===== src/rtl/multadd_dot_seq_if.sv =====
// Handshake bundle between issue logic, the dot-product sequencer and its lane.
// Slave is the sequencer; master is the issue side plus the multadd lane.
interface multadd_dot_seq_if #(
   parameter int vdw_p       = 32,
   parameter int len_width_p = 8
);
   logic                   start_v_i;
   logic [len_width_p-1:0] start_len_i;
   logic                   ready_o;
   logic                   op_v_i;
   logic [vdw_p-1:0]       op_a_i;
   logic [vdw_p-1:0]       op_b_i;
   logic                   op_yumi_o;
   logic [vdw_p-1:0]       ma_a_o;
   logic [vdw_p-1:0]       ma_b_o;
   logic                   ma_use_fma_o;
   logic                   ma_fma_first_o;
   logic [vdw_p-1:0]       ma_data_i;
   logic                   ma_overflow_i;
   logic                   res_v_o;
   logic [vdw_p-1:0]       res_data_o;
   logic                   res_overflow_o;
   logic                   res_yumi_i;

   modport slave (
      input  start_v_i, start_len_i, op_v_i, op_a_i, op_b_i,
      input  ma_data_i, ma_overflow_i, res_yumi_i,
      output ready_o, op_yumi_o, ma_a_o, ma_b_o,
      output ma_use_fma_o, ma_fma_first_o,
      output res_v_o, res_data_o, res_overflow_o
   );

   modport master (
      output start_v_i, start_len_i, op_v_i, op_a_i, op_b_i,
      output ma_data_i, ma_overflow_i, res_yumi_i,
      input  ready_o, op_yumi_o, ma_a_o, ma_b_o,
      input  ma_use_fma_o, ma_fma_first_o,
      input  res_v_o, res_data_o, res_overflow_o
   );
endinterface


===== src/rtl/multadd_dot_seq.sv =====
// Dot-product sequencer for one multadd lane: streams operand pairs into the
// lane's fused accumulate path and returns the final sum on a valid/yumi port.
module multadd_dot_seq #(
   parameter int vdw_p       = 32,
   parameter int len_width_p = 8
) (
   input logic               clk_i,
   input logic               reset_i,
   multadd_dot_seq_if.slave  io
);

   typedef enum logic [1:0] {
      IDLE,
      ACCUM,
      DRAIN,
      DONE
   } state_t;

   state_t                 state, state_n;
   logic [len_width_p-1:0] cnt, cnt_n;
   logic [vdw_p-1:0]       res_data, res_data_n;
   logic                   res_ovf, res_ovf_n;
   logic                   first, first_n;

   always_ff @(posedge clk_i or posedge reset_i) begin
      if (reset_i) begin
         state    <= IDLE;
         cnt      <= '0;
         res_data <= '0;
         res_ovf  <= 1'b0;
         first    <= 1'b0;
      end else begin
         state    <= state_n;
         cnt      <= cnt_n;
         res_data <= res_data_n;
         res_ovf  <= res_ovf_n;
         first    <= first_n;
      end
   end

   always_comb begin
      state_n           = state;
      cnt_n             = cnt;
      res_data_n        = res_data;
      res_ovf_n         = res_ovf;
      first_n           = first;
      io.ready_o        = 1'b0;
      io.op_yumi_o      = 1'b0;
      io.res_v_o        = 1'b0;
      io.ma_a_o         = '0;
      io.ma_b_o         = '0;
      io.ma_use_fma_o   = 1'b1;
      io.ma_fma_first_o = 1'b1;
      case (state)
         IDLE: begin
            // fma_first held high keeps the unreset lane accumulator at 0
            io.ready_o = 1'b1;
            if (io.start_v_i) begin
               cnt_n     = io.start_len_i;
               res_ovf_n = 1'b0;
               if (io.start_len_i == '0) begin
                  res_data_n = '0;
                  state_n    = DONE;
               end else begin
                  first_n = 1'b1;
                  state_n = ACCUM;
               end
            end
         end
         ACCUM: begin
            io.op_yumi_o      = io.op_v_i;
            io.ma_fma_first_o = first;
            if (io.op_v_i) begin
               io.ma_a_o = io.op_a_i;
               io.ma_b_o = io.op_b_i;
               first_n   = 1'b0;
               cnt_n     = cnt - 1'b1;
               res_ovf_n = res_ovf | io.ma_overflow_i;
               if (cnt == len_width_p'(1)) state_n = DRAIN;
            end
         end
         DRAIN: begin
            // lane output now reflects the last product
            io.ma_fma_first_o = 1'b0;
            res_data_n        = io.ma_data_i;
            state_n           = DONE;
         end
         DONE: begin
            io.res_v_o = 1'b1;
            if (io.res_yumi_i) state_n = IDLE;
         end
         default: state_n = IDLE;
      endcase
   end

   assign io.res_data_o     = res_data;
   assign io.res_overflow_o = res_ovf;

endmodule


===== src/flat_wrapper.sv =====
// flat-port wrapper written by rule: the top's interface ports become plain ports
module multadd_dot_seq_flat 
#(
   parameter int vdw_p       = 32,
   parameter int len_width_p = 8
)
  (clk_i, reset_i, io_start_v_i, io_start_len_i, io_op_v_i, io_op_a_i, io_op_b_i, io_ma_data_i, io_ma_overflow_i, io_res_yumi_i, io_ready_o, io_op_yumi_o, io_ma_a_o, io_ma_b_o, io_ma_use_fma_o, io_ma_fma_first_o, io_res_v_o, io_res_data_o, io_res_overflow_o);
  multadd_dot_seq_if #(.vdw_p(vdw_p), .len_width_p(len_width_p)) io_i ();
  input logic clk_i;
  input logic reset_i;
  input wire logic [$bits(io_i.start_v_i)-1:0] io_start_v_i;
  input wire logic [$bits(io_i.start_len_i)-1:0] io_start_len_i;
  input wire logic [$bits(io_i.op_v_i)-1:0] io_op_v_i;
  input wire logic [$bits(io_i.op_a_i)-1:0] io_op_a_i;
  input wire logic [$bits(io_i.op_b_i)-1:0] io_op_b_i;
  input wire logic [$bits(io_i.ma_data_i)-1:0] io_ma_data_i;
  input wire logic [$bits(io_i.ma_overflow_i)-1:0] io_ma_overflow_i;
  input wire logic [$bits(io_i.res_yumi_i)-1:0] io_res_yumi_i;
  output wire logic [$bits(io_i.ready_o)-1:0] io_ready_o;
  output wire logic [$bits(io_i.op_yumi_o)-1:0] io_op_yumi_o;
  output wire logic [$bits(io_i.ma_a_o)-1:0] io_ma_a_o;
  output wire logic [$bits(io_i.ma_b_o)-1:0] io_ma_b_o;
  output wire logic [$bits(io_i.ma_use_fma_o)-1:0] io_ma_use_fma_o;
  output wire logic [$bits(io_i.ma_fma_first_o)-1:0] io_ma_fma_first_o;
  output wire logic [$bits(io_i.res_v_o)-1:0] io_res_v_o;
  output wire logic [$bits(io_i.res_data_o)-1:0] io_res_data_o;
  output wire logic [$bits(io_i.res_overflow_o)-1:0] io_res_overflow_o;
  assign io_i.start_v_i = io_start_v_i;
  assign io_i.start_len_i = io_start_len_i;
  assign io_i.op_v_i = io_op_v_i;
  assign io_i.op_a_i = io_op_a_i;
  assign io_i.op_b_i = io_op_b_i;
  assign io_i.ma_data_i = io_ma_data_i;
  assign io_i.ma_overflow_i = io_ma_overflow_i;
  assign io_i.res_yumi_i = io_res_yumi_i;
  assign io_ready_o = io_i.ready_o;
  assign io_op_yumi_o = io_i.op_yumi_o;
  assign io_ma_a_o = io_i.ma_a_o;
  assign io_ma_b_o = io_i.ma_b_o;
  assign io_ma_use_fma_o = io_i.ma_use_fma_o;
  assign io_ma_fma_first_o = io_i.ma_fma_first_o;
  assign io_res_v_o = io_i.res_v_o;
  assign io_res_data_o = io_i.res_data_o;
  assign io_res_overflow_o = io_i.res_overflow_o;
  multadd_dot_seq #(.vdw_p(vdw_p), .len_width_p(len_width_p)) u_core (.clk_i(clk_i), .reset_i(reset_i), .io(io_i));
endmodule

===== config.mk =====
export PLATFORM = sky130hd
export DESIGN_NAME = multadd_dot_seq_flat
export DESIGN_NICKNAME = d
export VERILOG_FILES = /design/src/rtl/multadd_dot_seq_if.sv /design/src/rtl/multadd_dot_seq.sv /design/src/flat_wrapper.sv
export SDC_FILE = /design/constraint.sdc
export NUM_CORES = 1
export LEC_CHECK = 0
export ABC_AREA = 1
export CAP_MARGIN = 20
export CORE_MARGIN = 5
export CORE_UTILIZATION = 57
export CTS_CLUSTER_SIZE = 40
export DETAILED_ROUTE_END_ITERATION = 10
export DONT_BUFFER_PORTS = 1
export MAX_ROUTING_LAYER = met4
export PLACE_DENSITY_LB_ADDON = 0.3
export SLEW_MARGIN = 20
export SYNTH_ARGS = -nofsm -noshare
export SYNTH_HDL_FRONTEND = slang
export SYNTH_SLANG_ARGS = --single-unit

===== constraint.sdc =====
create_clock -name clk_i -period 1.6 [get_ports clk_i]
set_input_delay 0.32 -clock clk_i [delete_from_list [all_inputs] [get_ports clk_i]]
set_output_delay 0.32 -clock clk_i [all_outputs]
set_load 0.02 [all_outputs]

==> run summary, run 1 <==
Slew headroom = 66.3%
GRT met1 Usage = 31.8%
WL/cell = 16.5 um
Top cells by area, synth = dfrtp_1, nand2_1, inv_1, nor2_1, nand3_1
Failing checks = setup timing
Mapped cell area = 0.00298 mm2
Clock sinks = 44
Die ar. = 0.00678 mm2
Synth top cells by count = nand2_1, inv_1, nor2_1
TritonCTS Buffers = 5
CTS H-tree lvls = 2
Flop pwr share = 34.0%
Sequence of cells on the critical path = buf_6 > ha_4 > nand2_8 > buf_4 > nor2_1 > buf_4
Clock Pin Slew Worst Setup and Hold Paths = 0.09 ns
Part of the power in combinational logic = 56.3%
Netlist cell types = 20
Worst clock skew = 0.00528 ns
Maximum clock frequency = 0.536 GHz
Global-route wire length before repair = 13,800 um
Power density cells = 1790 mW/mm2
Pre-CTS setup slack = -0.0151 ns
Post-Route WL = 9930 um
Final hold vios = 0
GRT overflow = 0
Finished Layout Cells = 603
Largest net degree at the start of global routing = 33
Yosys reg bits = 44
N_diodes = 0
VDD IR max = 1140 uV
Post-layout util = 81.1%
Vias in the first global route = 2,868
Sw Share = 51.4%
Worst-Skew Late Latency = 0.29 ns
# IOs = 212
P_sw = 3.81 mW
# nets final = 648
ANT nets after route = 0
Crit. End Element = output pin
Post-route setup slack = -0.264 ns
Tmin final = 1.86 ns
Initial antenna violation count = 0
Site row count = 26
Crit share post-route = 117%
Worst path required time = 1.28 ns
Worst slew pin tran = 0.503 ns
Post-Syn Nets = 607
Placed cell count = 589
Worst EP arrival = 1.54 ns
Most numerous cell in the Yosys netlist = nand2_1
Leakage power = 2.46 nW
Setup crit start kind = flip-flop
Buffers plus inverters on the worst setup path = 3
Most frequent cell on the critical path = buf_4
Yosys top cell area share = 36.9%
Max FO, Critical Path = 11
Status = complete, but fails checks
Met3 usage = 6.18%
Worst Hold Class = in2reg
Vias per cell = 5.15
Internal = 3.60 mW
Leading area contributor after synthesis = dfrtp_1
CP Launch Point = u_core.state[0]$_DFFE_PP0P_
Cell family contributing the most delay on the critical path = buffers and inverters
Layout cells sized above 1 = 26.6%
Total of max-cap violations = 0
Root buf cell = clkbuf_8
Gr usage total = 27.3%
Hold_ws = 0.185 ns
Placed wire-length estimate = 7790 um
Worst r2r src = u_core.state[0]$_DFFE_PP0P_
FFs w/ async S/R, synth = 100%
Starting Density = 58.4%
GR peak layer = met2
Hold Startpoint = io_start_len_i[4]
Core Area = 0.00511 mm2
Crit path largest cell delay = 0.40 ns
Die X = 82.3 um
Seq/Total Area, Yosys = 36.9%
TNS Setup = -16.88 ns
GR Util met2 = 48.5%
Avg Inst Size Synth = 6.07 um2
CTS tree = done
Mapped Cells = 491
Iteration count of the initial detailed-routing pass = 5
Critical path class = reg2out
Clock power share = 9.7%
DRC Markers = 0
Slew Limit Fails = 0
Slowest-stage cell, CP = dfrtp_1
Primary FF master, synth = dfrtp_1
Die Y = 82.3 um
Drt first-iter violations = 189
Unrepaired setup endpoints after global routing = true
Post-synth EDFFs = 0
PortBufs = 0
Yosys warns = 0
Routability congestion estimate = 0.974
DR vias = 3,108
Setup violators final = 102
Area Growth Syn to Fin = 38.9%
Clock Tree Buf Depth = 2
Layout fillers = 318
## power by group through the flow
| stage | registers, mW | logic [mW] | clock network (mW) |
|---|---|---|---|
| 2_1_floorplan | 2.38 | 2.55 | 0 |
| 3_3_place_gp | 2.51 | 3.50 | 0 |
| 3_5_place_dp | 2.51 | 3.60 | 0 |
| 4_1_cts | 2.51 | 3.79 | 0.724 |
| 5_1_grt | 2.57 | 4.54 | 0.784 |
| 6_report | 2.52 | 4.17 | 0.718 |
## repair_timing
item | 4_1_cts | 5_1_grt
gates resized for setup | 25 | 28
endpoints found under the setup margin | 90 | 110
buffers inserted | 2 | 1
pin swaps | 5 | 11
hold buffers | 1 | 0
cloned | 0 | 2
hold endpoints to repair | 12 | 0
## per-layer routing
metal  up-vias  share of wire [%]
li1       1484                  -
met1      1422                 34
met2       185                 54
met4         0                1.7
met3        17                 10
met5         -                  0
## placed cells by master (no fill, tap or decap), types with 2 or more instances in the layout
| cell | n |
|---|---|
| nand2_1 | 140 |
| inv_1 | 113 |
| nor2_4 | 51 |
| nand3_1 | 45 |
| dfrtp_1 | 44 |
| buf_4 | 35 |
| nor2_1 | 31 |
| buf_6 | 12 |
| o21ai_0 | 8 |
| buf_12 | 8 |
| clkbuf_8 | 5 |
| nand2_4 | 4 |
| o21ai_1 | 3 |
| nor2_2 | 3 |
| ha_1 | 3 |
| o21ai_2 | 2 |
| nand2_2 | 2 |
| a21oi_4 | 2 |
| inv_2 | 2 |
| inv_6 | 2 |
| nand3_2 | 2 |
| ha_2 | 2 |
## sequential cells by signal, summed over array words and instances (netlist names)
name and cells:
u_core.cnt 8, u_core.first 1, u_core.io.res_data_o 32, u_core.io.res_overflow_o 1, u_core.state 2
## kinds of logic (layout without fill, tap and decap cells)
group | count (synthesis) | after routing | share of synthesized area, %
simple gates | 282 | 282 | 38.4
buf+inv | 142 | 184 | 19.2
flops | 44 | 44 | 36.9
compound gates | 16 | 16 | 2.81
fa+ha+maj | 6 | 6 | 2.52
other cells | 1 | 1 | 0.126
## layout make-up
| cell class | instances | area (um2) | area share (%) |
|---|---|---|---|
| multi-input combinational | 305 | 1800 | 43.6 |
| sequential | 44 | 1100 | 26.6 |
| timing repair buffer | 58 | 608 | 14.7 |
| inverter | 118 | 450 | 10.9 |
| tap | 70 | 87.6 | 2.11 |
| clock buffer | 5 | 68.8 | 1.66 |
| clock inverter | 3 | 21.3 | 0.514 |
## per-stage QoR
step	total power, mW	area, um2
3_3_place_gp	6.00	3800
6_report	7.40	4140
5_1_grt	7.89	4140
4_1_cts	7.03	4010
3_5_place_dp	6.12	3800
2_1_floorplan	4.93	3380
## final timing paths
| path | slack [ns] | end | cells past startpoint |
|---|---|---|---|
| max | -0.26 | io_ma_a_o[11] | 6 |
| min | 0.18 | u_core.cnt[4]$_DFFE_PP0P_ | 2 |
| max reg2reg | -0.14 | u_core.io.res_data_o[21]$_DFFE_PP0P_ | 9 |
| min reg2reg | 0.52 | u_core.cnt[7]$_DFFE_PP0P_ | 2 |
| max in group asynchronous | 0.55 | u_core.io.res_data_o[3]$_DFFE_PP0P_ | 3 |
| min in group asynchronous | 0.45 | u_core.io.res_data_o[20]$_DFFE_PP0P_ | 2 |
No activity file was read; power rests on OpenSTA's default activity.
==> run 2, diff against run 1 <==
- CAP_MARGIN: 20 -> unset
==> results of run 2 <==
No change in the layout: final DEF, timing and power equal those of run 1.
